[config.mk]
export PLATFORM = sky130hd
export DESIGN_NAME = seq_stage_controller
export DESIGN_NICKNAME = d
export VERILOG_FILES = /design/src/rtl/seq_stage_controller.sv
export SDC_FILE = /design/constraint.sdc
export NUM_CORES = 1
export LEC_CHECK = 0
export BUFFER_PORTS_ARGS = -buffer_cell sky130_fd_sc_hd__buf_2
export CAP_MARGIN = 10
export CORE_ASPECT_RATIO = 1.4
export CORE_MARGIN = 1.5
export CORE_UTILIZATION = 50
export CTS_BUF_LIST = sky130_fd_sc_hd__clkbuf_4
export DETAILED_ROUTE_END_ITERATION = 8
export PLACE_DENSITY = 0.82
export SKIP_CTS_REPAIR_TIMING = 1
export SYNTH_ARGS = -nofsm -noshare
export SYNTH_HDL_FRONTEND = slang
export SYNTH_SLANG_ARGS = --single-unit
[constraint.sdc]
create_clock -name clk -period 11.9 [get_ports clk]
set_input_delay 0 -clock clk [delete_from_list [all_inputs] [get_ports clk]]
set_output_delay 0 -clock clk [all_outputs]
set_load 0.005 [all_outputs]
[src/rtl/seq_stage_controller.sv]
// Multi-cycle sequencer for the sequential Y86-64 core: owns PC/status,
// steps the stage units one per cycle, and selects the next PC.
module seq_stage_controller #(
  parameter logic [63:0] PC_RESET    = 64'd0,
  parameter logic [7:0]  MEM_TIMEOUT = 8'd15
) (
  input  logic        clk,
  input  logic        rst,
  input  logic        start,
  input  logic [3:0]  icode,
  input  logic [63:0] valC,
  input  logic [63:0] valP,
  input  logic [63:0] valM,
  input  logic        cnd,
  input  logic        imem_error,
  input  logic        instr_valid,
  input  logic        hlt,
  input  logic        dmem_ready,
  input  logic        dmem_error,
  output logic [63:0] PC,
  output logic        fetch_en,
  output logic        decode_en,
  output logic        execute_en,
  output logic        memory_en,
  output logic        writeback_en,
  output logic [2:0]  stat,
  output logic        running,
  output logic [31:0] instr_count
);

  typedef enum logic [2:0] {
    S_IDLE, S_FETCH, S_DECODE, S_EXECUTE, S_MEMORY, S_WRITEBACK, S_PCUPD, S_HALTED
  } state_t;

  typedef enum logic [2:0] {
    STAT_AOK = 3'd1, STAT_HLT = 3'd2, STAT_ADR = 3'd3, STAT_INS = 3'd4
  } stat_t;

  state_t      state;
  stat_t       stat_q;
  logic [7:0]  wait_cnt;
  logic [63:0] valm_q;
  logic        is_mem;
  logic [63:0] next_pc;

  always_comb begin
    is_mem = 1'b0;
    case (icode)
      4'h4, 4'h5, 4'h8, 4'h9, 4'hA, 4'hB: is_mem = 1'b1;
      default:                            is_mem = 1'b0;
    endcase
  end

  always_comb begin
    next_pc = valP;
    case (icode)
      4'h7:    next_pc = cnd ? valC : valP;
      4'h8:    next_pc = valC;
      4'h9:    next_pc = valm_q;
      default: next_pc = valP;
    endcase
  end

  always_ff @(posedge clk or posedge rst) begin
    if (rst) begin
      state       <= S_IDLE;
      stat_q      <= STAT_AOK;
      PC          <= PC_RESET;
      instr_count <= '0;
      wait_cnt    <= '0;
      valm_q      <= '0;
    end else begin
      case (state)
        S_IDLE: begin
          if (start) begin
            state  <= S_FETCH;
            stat_q <= STAT_AOK;
          end
        end
        S_FETCH: begin
          if (imem_error) begin
            state  <= S_HALTED;
            stat_q <= STAT_ADR;
          end else if (!instr_valid) begin
            state  <= S_HALTED;
            stat_q <= STAT_INS;
          end else if (hlt) begin
            state  <= S_HALTED;
            stat_q <= STAT_HLT;
          end else begin
            state <= S_DECODE;
          end
        end
        S_DECODE: state <= S_EXECUTE;
        S_EXECUTE: begin
          state    <= S_MEMORY;
          wait_cnt <= '0;
        end
        S_MEMORY: begin
          // A ready response in the cycle the timeout would expire still completes.
          if (!is_mem) begin
            valm_q <= valM;
            state  <= S_WRITEBACK;
          end else if (dmem_ready) begin
            if (dmem_error) begin
              state  <= S_HALTED;
              stat_q <= STAT_ADR;
            end else begin
              valm_q <= valM;
              state  <= S_WRITEBACK;
            end
          end else begin
            wait_cnt <= wait_cnt + 8'd1;
            if (wait_cnt + 8'd1 == MEM_TIMEOUT) begin
              state  <= S_HALTED;
              stat_q <= STAT_ADR;
            end
          end
        end
        S_WRITEBACK: state <= S_PCUPD;
        S_PCUPD: begin
          PC          <= next_pc;
          instr_count <= instr_count + 32'd1;
          state       <= S_FETCH;
        end
        S_HALTED: state <= S_HALTED;
        default:  state <= S_IDLE;
      endcase
    end
  end

  always_comb begin
    fetch_en     = (state == S_FETCH);
    decode_en    = (state == S_DECODE);
    execute_en   = (state == S_EXECUTE);
    memory_en    = (state == S_MEMORY);
    writeback_en = (state == S_WRITEBACK);
    running      = (state != S_IDLE) && (state != S_HALTED);
  end

  assign stat = stat_q;

endmodule

==> metrics.txt <==
arrival time at the worst endpoint between 3000 and 4000 ps; dominant synthesized flop cell dfrtp_1; fraction of layout cells with a size suffix above 1 0.343; kind of capture point of the worst setup path flip-flop; leading cell types by count after synthesis 173 x dfrtp_1, 84 x nand2_1, 67 x a21oi_1; Seq/Total Area, Yosys 0.550; number of global-route vias before repair between 6000 and 7000; largest fanout on the critical path 64; number of warning messages in the yosys log 0; routed len/inst about 20 um; die height about 150 um; Final setup viols 0; Inserted Clock Buffers 17; peak per-stage delay on the critical path about 940 ps; hold violation total from the final report 0; most used routing layer in global routing met2; flip-flop and latch count after synthesis ~170; Die Footprint between 0.015 and 0.02 sq mm; reg2reg end valm_q[55]; source-to-sink clock delay at the later pin of the worst-skew pair between 500 and 600 ps; synthesis-to-finish area growth 50.3%; buffer levels on the longest clock path 2; Power Dens Cells between 150 and 200 mW/mm^2; core box area about 0.016 sq mm; placed wire-length estimate approximately 15 mm; gpl congestion roughly 0.9; post-route non-filler standard cell count between 1000 and 1500; startpoint of the worst register-to-register path state[1]; critical path start-end classification reg2reg; cell-by-cell listing of the critical path or3b_1 -> nor2_8 -> mux2_2; LEAKAGE 0.00578 uW; worst slew margin relative to its limit 0.235; Worst Tran Pin Value between 1000 and 1500 ps; Syn Inst Count 719; class of the tightest hold or removal check in2reg; Via-to-Cell Ratio ~5.8; CTS tree built; Port Buffers between 300 and 400; Initial Util 0.509; worst path required time 12350 ps; Die W 109 um; GR Util met1 0.295; count of nets left with antenna violations after detail routing 0; leading post-synthesis cells by cell area dfrtp_1 55%, mux2_2 9.0%, a22o_1 7.1%; cell with the largest stage delay on the worst path nor2_8; Endpoint, Worst Hold state[1]; reg-to-reg setup timing slack approximately 9100 ps; top achievable clock speed ~360 MHz; cell with the most instances after synthesis dfrtp_1; post-synth net total between 900 and 1000; number of placed instances, taps included around 1200; maximum number of pins on one net before global-route repair 97; Clock Sinks ~170; largest area contributor in the netlist dfrtp_1; Critical Path Source Type flip-flop; fraction of the cycle the final worst path needs 0.234; root buffer cell clkbuf_4; IR drop worst, VDD between 0.0001 and 0.00015 V; Overall Global Routing Usage 0.256; clock slew at the register clock pins of the worst setup and hold paths roughly 130 ps; outcome complete, no violations; Max Transition Viols Final 0; Post-Route Skew around 38 ps; grt met3 use 0.0545; share of Yosys cell area claimed by the top area cell type 0.547; antenna violations before repair 3; aggregate global routing overflow 0; count of nets after finishing about 1400; post-synthesis async set-or-reset flop share 1.00; first-pass GRT wire length 33.1 mm; number of cells traversed by the worst hold path 4; reg2reg path depth 3; aggregate routed wire length ~28 mm; number of standard-cell rows in the floorplan 54; maximum level of the CTS H-tree 4; initial DRC count roughly 530; unrepaired setup endpoints after global routing false; Residual DRC 0; synthesized area per cell 11.0 sq um; cell family contributing the most delay on the critical path simple AND/OR/NAND/NOR gates; number of enable flip-flop cells after synthesis 0; met2 layer usage reported by global route 0.430; number of distinct library cells after synthesis 52; start point of the worst hold path icode[2]; Pre-Repair DR Iteration Count 5; Post-Syn Area between 0.007 and 0.008 sq mm; I/O pin cnt slightly above 300; total number of vias about 8200; number of buffers and inverters on the critical path 0; number of max-cap violations 0; Setup TNS 0 ps; Final Critical Period roughly 2800 ps
## worst max-delay path by stage
stage                     startpoint  depth (start not counted)    endpoint
after floorplan                  rst                          1       PC[0]
after global placement      state[1]                          3  valm_q[62]
after detailed placement    state[2]                          3  valm_q[57]
after CTS                   state[1]                          3  valm_q[55]
after global routing        state[1]                          3   valm_q[7]
final                       state[1]                          3  valm_q[55]
## cell families (layout without fill, tap and decap cells)
group	after synthesis	after routing	share of synthesized area
AND/OR/NAND/NOR	162	162	0.101
adder cells (fa/ha/maj)	3	3	0.00474
XOR/XNOR	32	32	0.0354
buffers and inverters	56	556	0.0316
multiplexers	68	68	0.0972
flip-flops	174	174	0.550
AO/OA/AOI/OAI	224	224	0.180
other	0	3	0
## worst min-delay path: cells and delay by family
kind	cells	cell delay (ps)
buffers and inverters	1	140
AOI/OAI and AO/OA	1	200
muxes	1	210
and+or+nand+nor	1	60
## power by group
| group | internal, uW | switching, uW | leakage [uW] |
|---|---|---|---|
| Clock | 190 | 206 | 0.000179 |
| Sequential | 826 | 171 | 0.00218 |
| Combinational | 375 | 369 | 0.00342 |
| Total | 1390 | 746 | 0.00578 |
## final cells by class
type	count	area, sq um
tap	196	245
timing repair buffer	515	3590
sequential	174	4360
clock inverter	12	193
multi-input combinational	489	3310
antenna	3	7.51
fill	956	3650
clock buffer	19	143
inverter	10	42.5
## per-layer routing
layer / wire [um] / vias up
met1: 9770 / 3952
met5: 0 / -
met2: 14600 / 516
li1: - / 3575
met3: 2200 / 141
met4: 1700 / 0
## cell usage in the layout, fill, tap and decap left out, types with 4 or more instances in the layout
master / n
and4_1: 4
dfrtp_1: 173
o21ai_0: 66
dlygate4sd3_1: 200
mux2_1: 4
bufinv_16: 5
and3_1: 10
o21ai_1: 10
clkbuf_4: 19
a21oi_1: 67
nand3_1: 14
xor2_1: 9
inv_1: 9
mux2_2: 63
buf_4: 6
nor2_1: 21
a22o_1: 64
nand4_1: 6
nand2_1: 84
buf_2: 309
xnor2_1: 23
## per-stage QoR
step                      hold slack [ps]  worst slack [ps]   util  total power, uW  area [sq um]
after global placement                215              9230  0.614             1560          9550
after CTS                            -410              9150  0.636             1990          9880
final                                63.9              9120  0.765             2140         11900
after floorplan                      82.5              7180      -             1340          7910
after detailed placement              220              9160  0.614             1600          9550
after global routing                 49.0              8990  0.765             2250         11900
## sequential cells by signal, indices dropped and copies added (netlist names)
register / cells
PC: 64
valm_q: 64
instr_count: 32
wait_cnt: 8
stat: 3
state: 3
Note: power is estimated with default switching activity, not from simulation.
